<file path="src/rtl/and_pair_pkg.sv">
// Shared types and helpers for the AND-pair collector.
// Holds the collector state encoding and the ones-count width helper.
package and_pair_pkg;

    typedef enum logic {
        COLLECT = 1'b0,
        FULL    = 1'b1
    } state_t;

    function automatic int unsigned ones_width(input int unsigned win);
        return $clog2(win + 1);
    endfunction

endpackage

</file>
<file path="src/rtl/and_pair_popcount.sv">
// Ones counter for a WIN-bit word.
// The result width is sized so that an all-ones word reports WIN exactly.
module and_pair_popcount
    import and_pair_pkg::*;
#(
    parameter int unsigned WIN = 8
) (
    input  logic [WIN-1:0]               word_i,
    output logic [ones_width(WIN)-1:0]   ones_o
);

    localparam int unsigned OW = ones_width(WIN);

    always_comb begin
        ones_o = '0;
        for (int i = 0; i < int'(WIN); i++) begin
            ones_o = ones_o + OW'(word_i[i]);
        end
    end

endmodule

</file>
<file path="src/rtl/and_pair_collector.sv">
// Collects q0 samples from the AND-pair stage into WIN-bit words, checks q0/q1 agreement
// and delivers word + ones-count over valid/ready. Optional counter: PAIR_ERR_CNT_EN.
//
// state   | meaning
// COLLECT | accepting samples into the collect register
// FULL    | a complete word waits for the output slot; new samples are dropped
module and_pair_collector
    import and_pair_pkg::*;
#(
    parameter int unsigned WIN   = 8,
    parameter int unsigned CNT_W = 16
) (
    input  logic                         clk,
    input  logic                         rst,
    input  logic                         in_valid,
    input  logic                         q0,
    input  logic                         q1,
    input  logic                         clr_err,
    output logic [WIN-1:0]               out_data,
    output logic [ones_width(WIN)-1:0]   out_ones,
    output logic                         out_valid,
    input  logic                         out_ready,
    output logic                         err_mismatch,
    output logic                         overflow
`ifdef PAIR_ERR_CNT_EN
    ,
    output logic [CNT_W-1:0]             err_cnt
`endif
);

    localparam int unsigned OW    = ones_width(WIN);
    localparam int unsigned IDX_W = $clog2(WIN);
    localparam logic [IDX_W-1:0] LAST_IDX = IDX_W'(WIN - 1);

    state_t            state_q, state_d;
    logic [IDX_W-1:0]  idx_q, idx_d;
    logic [WIN-1:0]    collect_q, collect_d;
    logic [WIN-1:0]    out_data_q, out_data_d;
    logic [OW-1:0]     out_ones_q, out_ones_d;
    logic              out_valid_q, out_valid_d;
    logic              err_q, err_d;
    logic              ovf_q, ovf_d;

    logic              slot_free;
    logic              load;
    logic              accept;
    logic              drop;
    logic              mismatch;
    logic [WIN-1:0]    load_word;
    logic [OW-1:0]     load_ones;

    assign slot_free = !out_valid_q || out_ready;

    always_comb begin
        state_d   = state_q;
        idx_d     = idx_q;
        collect_d = collect_q;
        load      = 1'b0;
        load_word = collect_q;
        accept    = 1'b0;
        drop      = 1'b0;
        case (state_q)
            COLLECT: begin
                if (in_valid) begin
                    accept           = 1'b1;
                    collect_d[idx_q] = q0;
                    if (idx_q == LAST_IDX) begin
                        idx_d     = '0;
                        load_word = collect_d;
                        if (slot_free) begin
                            load      = 1'b1;
                            collect_d = '0;
                        end else begin
                            state_d = FULL;
                        end
                    end else begin
                        idx_d = idx_q + 1'b1;
                    end
                end
            end
            FULL: begin
                if (slot_free) begin
                    load      = 1'b1;
                    load_word = collect_q;
                    state_d   = COLLECT;
                    collect_d = '0;
                    idx_d     = '0;
                    // The slot opens this cycle, so a concurrent sample starts the next word.
                    if (in_valid) begin
                        accept       = 1'b1;
                        collect_d[0] = q0;
                        idx_d        = IDX_W'(1);
                    end
                end else if (in_valid) begin
                    drop = 1'b1;
                end
            end
            default: state_d = COLLECT;
        endcase
    end

    and_pair_popcount #(.WIN(WIN)) u_popcount (
        .word_i (load_word),
        .ones_o (load_ones)
    );

    always_comb begin
        out_data_d  = out_data_q;
        out_ones_d  = out_ones_q;
        out_valid_d = out_valid_q;
        if (load) begin
            out_data_d  = load_word;
            out_ones_d  = load_ones;
            out_valid_d = 1'b1;
        end else if (out_valid_q && out_ready) begin
            out_valid_d = 1'b0;
        end
    end

    assign mismatch = accept && (q0 != q1);

    // Set beats clear when both happen in the same cycle.
    always_comb begin
        err_d = err_q;
        ovf_d = ovf_q;
        if (clr_err) begin
            err_d = 1'b0;
            ovf_d = 1'b0;
        end
        if (mismatch) err_d = 1'b1;
        if (drop)     ovf_d = 1'b1;
    end

    always_ff @(posedge clk) begin
        if (rst) begin
            state_q     <= COLLECT;
            idx_q       <= '0;
            collect_q   <= '0;
            out_data_q  <= '0;
            out_ones_q  <= '0;
            out_valid_q <= 1'b0;
            err_q       <= 1'b0;
            ovf_q       <= 1'b0;
        end else begin
            state_q     <= state_d;
            idx_q       <= idx_d;
            collect_q   <= collect_d;
            out_data_q  <= out_data_d;
            out_ones_q  <= out_ones_d;
            out_valid_q <= out_valid_d;
            err_q       <= err_d;
            ovf_q       <= ovf_d;
        end
    end

    assign out_data     = out_data_q;
    assign out_ones     = out_ones_q;
    assign out_valid    = out_valid_q;
    assign err_mismatch = err_q;
    assign overflow     = ovf_q;

`ifdef PAIR_ERR_CNT_EN
    logic [CNT_W-1:0] cnt_q, cnt_d;

    always_comb begin
        cnt_d = cnt_q;
        if (clr_err) begin
            cnt_d = mismatch ? CNT_W'(1) : '0;
        end else if (mismatch && (cnt_q != {CNT_W{1'b1}})) begin
            cnt_d = cnt_q + 1'b1;
        end
    end

    always_ff @(posedge clk) begin
        if (rst) begin
            cnt_q <= '0;
        end else begin
            cnt_q <= cnt_d;
        end
    end

    assign err_cnt = cnt_q;
`endif

endmodule

</file>
<file path="config.mk">
export PLATFORM = sky130hd
export DESIGN_NAME = and_pair_collector
export DESIGN_NICKNAME = d
export VERILOG_FILES = /design/src/rtl/and_pair_pkg.sv /design/src/rtl/and_pair_popcount.sv /design/src/rtl/and_pair_collector.sv
export SDC_FILE = /design/constraint.sdc
export NUM_CORES = 1
export LEC_CHECK = 0
export ABC_AREA = 0
export BUFFER_PORTS_ARGS = -buffer_cell sky130_fd_sc_hd__buf_2
export CORE_UTILIZATION = 56
export CTS_CLUSTER_SIZE = 8
export DETAILED_ROUTE_END_ITERATION = 10
export GPL_TIMING_DRIVEN = 1
export HOLD_SLACK_MARGIN = 0.02
export PLACE_DENSITY = 0.88
export SETUP_SLACK_MARGIN = 0.05
export SYNTH_ARGS = -nofsm -noshare
export SYNTH_HDL_FRONTEND = slang
export SYNTH_SLANG_ARGS = --single-unit
</file>
<file path="constraint.sdc">
create_clock -name clk -period 5.8 [get_ports clk]
set_clock_uncertainty 0.05 [all_clocks]
set_input_delay 0.29 -clock clk [delete_from_list [all_inputs] [get_ports clk]]
set_output_delay 0.29 -clock clk [all_outputs]
set_load 0.05 [all_outputs]
</file>
==> metrics.txt <==
status=finished clean; Logic pwr share=11.1%; Max Cap Violations=0; Overflow after GRT=0; power per cell area=189 nW/µm²; routed len/inst=17.6 µm; CTS clock-pin slew for the worst setup and hold paths=0.15 ns; Die Width=54.6 µm; Crit Path Category=reg -> reg; DR DRC count=0; Finished Layout Cells=213; hold path startpoint=clr_err; I/O pin count=22; DRT iter0 DRCs=40; Worst Setup End Kind=flop; Rows=18; most frequent cells in the layout=dfxtp_1, buf_2, nor2_1, a21oi_1, nand2_1; CTS tree=done; WHS=0.206 ns; CP Buf/Inv Count=1; worst-margin pin slew=0.767 ns; vias in the first global route=1296; r2r startpoint=idx_q[0]$_SDFFE_PP0P_; reg-to-reg slack, setup=1.28 ns; CP Launch Type=flop; Req. time, crit path=6.03 ns; Avg Vias per Cell=6.56; post_cts resized=0; Power Internal=0.000229 W; Cells after Synth=171; Mapped Nets=187; port bufs=21; FF-to-FF path depth=14; Routability Congestion=0.898; Fin Setup TNS=0 ns; Seq pwr share=61.9%; final core occ=64.9%; Placed Cells=209; Root Buffer=clkbuf_4; Top cell by count, worst path=fa_1; ANT nets after route=0; sw power=0.0000842 W; Final min period=4.52 ns; Crit path max-delay family=adder cells; Hold EP=err_mismatch$_SDFFE_PP0P_; Setup Fix Bufs, Post-CTS=0; largest net degree at the start of global routing=22; initial antenna violation count=0; Rel. slew slack=48.9%; synth unique cells=41; Seq/Total Area, Yosys=34.9%; Clock Sinks=27; first-pass GRT wire length=6020 µm; worst min-delay path class=in -> reg; EDFF count, synth=0; ant diodes=0; fraction of layout cells with a size suffix above 1=15.8%; Vias=1398; peak supply drop=0.125 mV; Starting Density=60.8%; DPL Wire Length=2650 µm; Lkg Pwr=0.663 nW; Tcrit/Tclk final=77.9%; CP Cell Sequence=ha_1 -> ha_1 -> and3b_1 -> nor2_1 -> a21oi_1 -> ha_1 -> inv_1 -> fa_1 -> fa_1 -> fa_1 -> fa_1 -> xnor2_1 -> nand3_1 -> a21oi_1; Synth warnings=0; CTS Buf Count=3; H-tree levels=1; CTS max path bufs=2; core area=2540 µm²; Switching Share=26.9%; ys async rst share=0%; Nets=200; Die H=54.6 µm; Worst R2R End=out_ones[2]$_SDFFE_PP0P_; area delta synth->final=6.79%; Mapped Avg Cell Area=9.05 µm²; Slowest-stage cell, CP=dfxtp_1; maximum net fanout on the critical path=17; first-pass iteration count of the detailed router=4; Final Setup Violations=0; die area=2980 µm²; hold violation total from the final report=0; Primary FF master, synth=dfxtp_1; worst-skew pair later-pin latency=0.34 ns; synthesized cell area=1550 µm²; Clock Power Share=27.0%; most common cell after layout, fill and taps aside=dfxtp_1; #FFs+latches synth=27; worst hold path stage count=4; RSZ-0062 raised after global routing=false; Hold Buf Count CTS=0; count of pins over their slew limit=0; Worst path max stage delay=0.59 ns; WL final=3740 µm; WP data arrival=4.75 ns; fmax=0.221 GHz; GRT Overall Usage=29.0%
[final cells by class]
| cell class | instances | area (µm²) |
|---|---|---|
| fillers | 220 | 892 |
| well taps | 30 | 37.5 |
| clock inverters | 1 | 5.00 |
| inverters | 8 | 30.0 |
| repair buffers | 21 | 105 |
| clock buffers | 3 | 22.5 |
| flip-flops and latches | 27 | 541 |
| multi-input cells | 123 | 912 |
[stage by stage]
step                instance area, µm²  power (W)  setup slack, ns
finish                            1650   0.000313             1.28
global route                      1650   0.000323             1.01
CTS                               1650   0.000312             1.33
detailed placement                1630   0.000231             1.41
global placement                  1630   0.000228             1.69
floorplan                         1550   0.000222             1.98
[tightest hold or removal path: cells and delay by family]
kind | cells | cell delay, ns
AOI/OAI and AO/OA | 1 | 0.05
buffers and inverters | 2 | 0.15
and+or+nand+nor | 1 | 0.08
[per-layer routing]
metal  up-vias  track usage [%]  routed length [µm]  part of all wire (%)
met5         -                0                   0                     0
met4         0             12.0                  70                   1.9
met3         9             3.33                 191                   5.1
met2        57             48.6                1850                    50
met1       674             37.5                1620                    43
li1        658                -                   -                     -
[state kept, by name (all words and copies together) (netlist names)]
name and count:
collect_q 8, out_valid 1, state_q 1, out_ones 4
err_mismatch 1, overflow 1, out_data 8, idx_q 3
[power by group through the flow]
| stage | Sequential (W) | Combinational, W | Clock [W] |
|---|---|---|---|
| 5_1_grt | 0.000194 | 0.0000383 | 0.0000907 |
| 6_report | 0.000194 | 0.0000348 | 0.0000844 |
| 4_1_cts | 0.000193 | 0.0000345 | 0.0000841 |
| 3_5_place_dp | 0.000198 | 0.0000336 | 0 |
| 2_1_floorplan | 0.000196 | 0.0000265 | 0 |
| 3_3_place_gp | 0.000197 | 0.0000316 | 0 |
[Yosys cell counts (2+ instances only)]
master | instances | area share [%]
nor2b_1 | 4 | 1.6
a21o_1 | 8 | 3.9
nor2_1 | 12 | 2.9
mux2i_1 | 7 | 4.5
a211oi_1 | 2 | 0.97
and3b_1 | 2 | 1.1
nand3b_1 | 4 | 1.9
nand4_1 | 9 | 3.6
nand3_1 | 2 | 0.65
a21boi_0 | 2 | 0.97
a21oi_1 | 12 | 3.9
nand2_1 | 11 | 2.7
nand2b_1 | 2 | 0.81
buf_2 | 7 | 2.3
o221ai_1 | 7 | 4.0
o2bb2ai_1 | 7 | 4.0
o21ai_0 | 4 | 1.3
ha_1 | 5 | 4.0
clkbuf_1 | 4 | 0.97
dfxtp_1 | 27 | 35
inv_1 | 7 | 1.7
nor3b_1 | 3 | 1.5
fa_1 | 4 | 5.2
nor3_1 | 2 | 0.65
[worst max path at each step]
| stage | end | cells after the start | start |
|---|---|---|---|
| after floorplan | out_ones[2]$_SDFFE_PP0P_ | 16 | idx_q[0]$_SDFFE_PP0P_ |
| after global placement | out_ones[2]$_SDFFE_PP0P_ | 13 | idx_q[0]$_SDFFE_PP0P_ |
| final | out_ones[2]$_SDFFE_PP0P_ | 14 | idx_q[0]$_SDFFE_PP0P_ |
| after CTS | out_ones[2]$_SDFFE_PP0P_ | 14 | idx_q[0]$_SDFFE_PP0P_ |
| after detailed placement | out_ones[2]$_SDFFE_PP0P_ | 14 | idx_q[0]$_SDFFE_PP0P_ |
| after global routing | out_ones[2]$_SDFFE_PP0P_ | 14 | idx_q[0]$_SDFFE_PP0P_ |
[cells by family (layout without fill, tap and decap cells)]
kind of cell / Yosys count / count (layout) / synth area share [%]
adders and majority gates: 9 / 9 / 9.22
DFF: 27 / 27 / 34.9
muxes: 7 / 7 / 4.53
buffers and inverters: 21 / 33 / 6.14
AOI/OAI and AO/OA: 52 / 52 / 25.2
xor gates and xnor gates: 2 / 2 / 1.13
and+or+nand+nor: 53 / 53 / 18.8
Note: power is estimated with default switching activity, not from simulation.
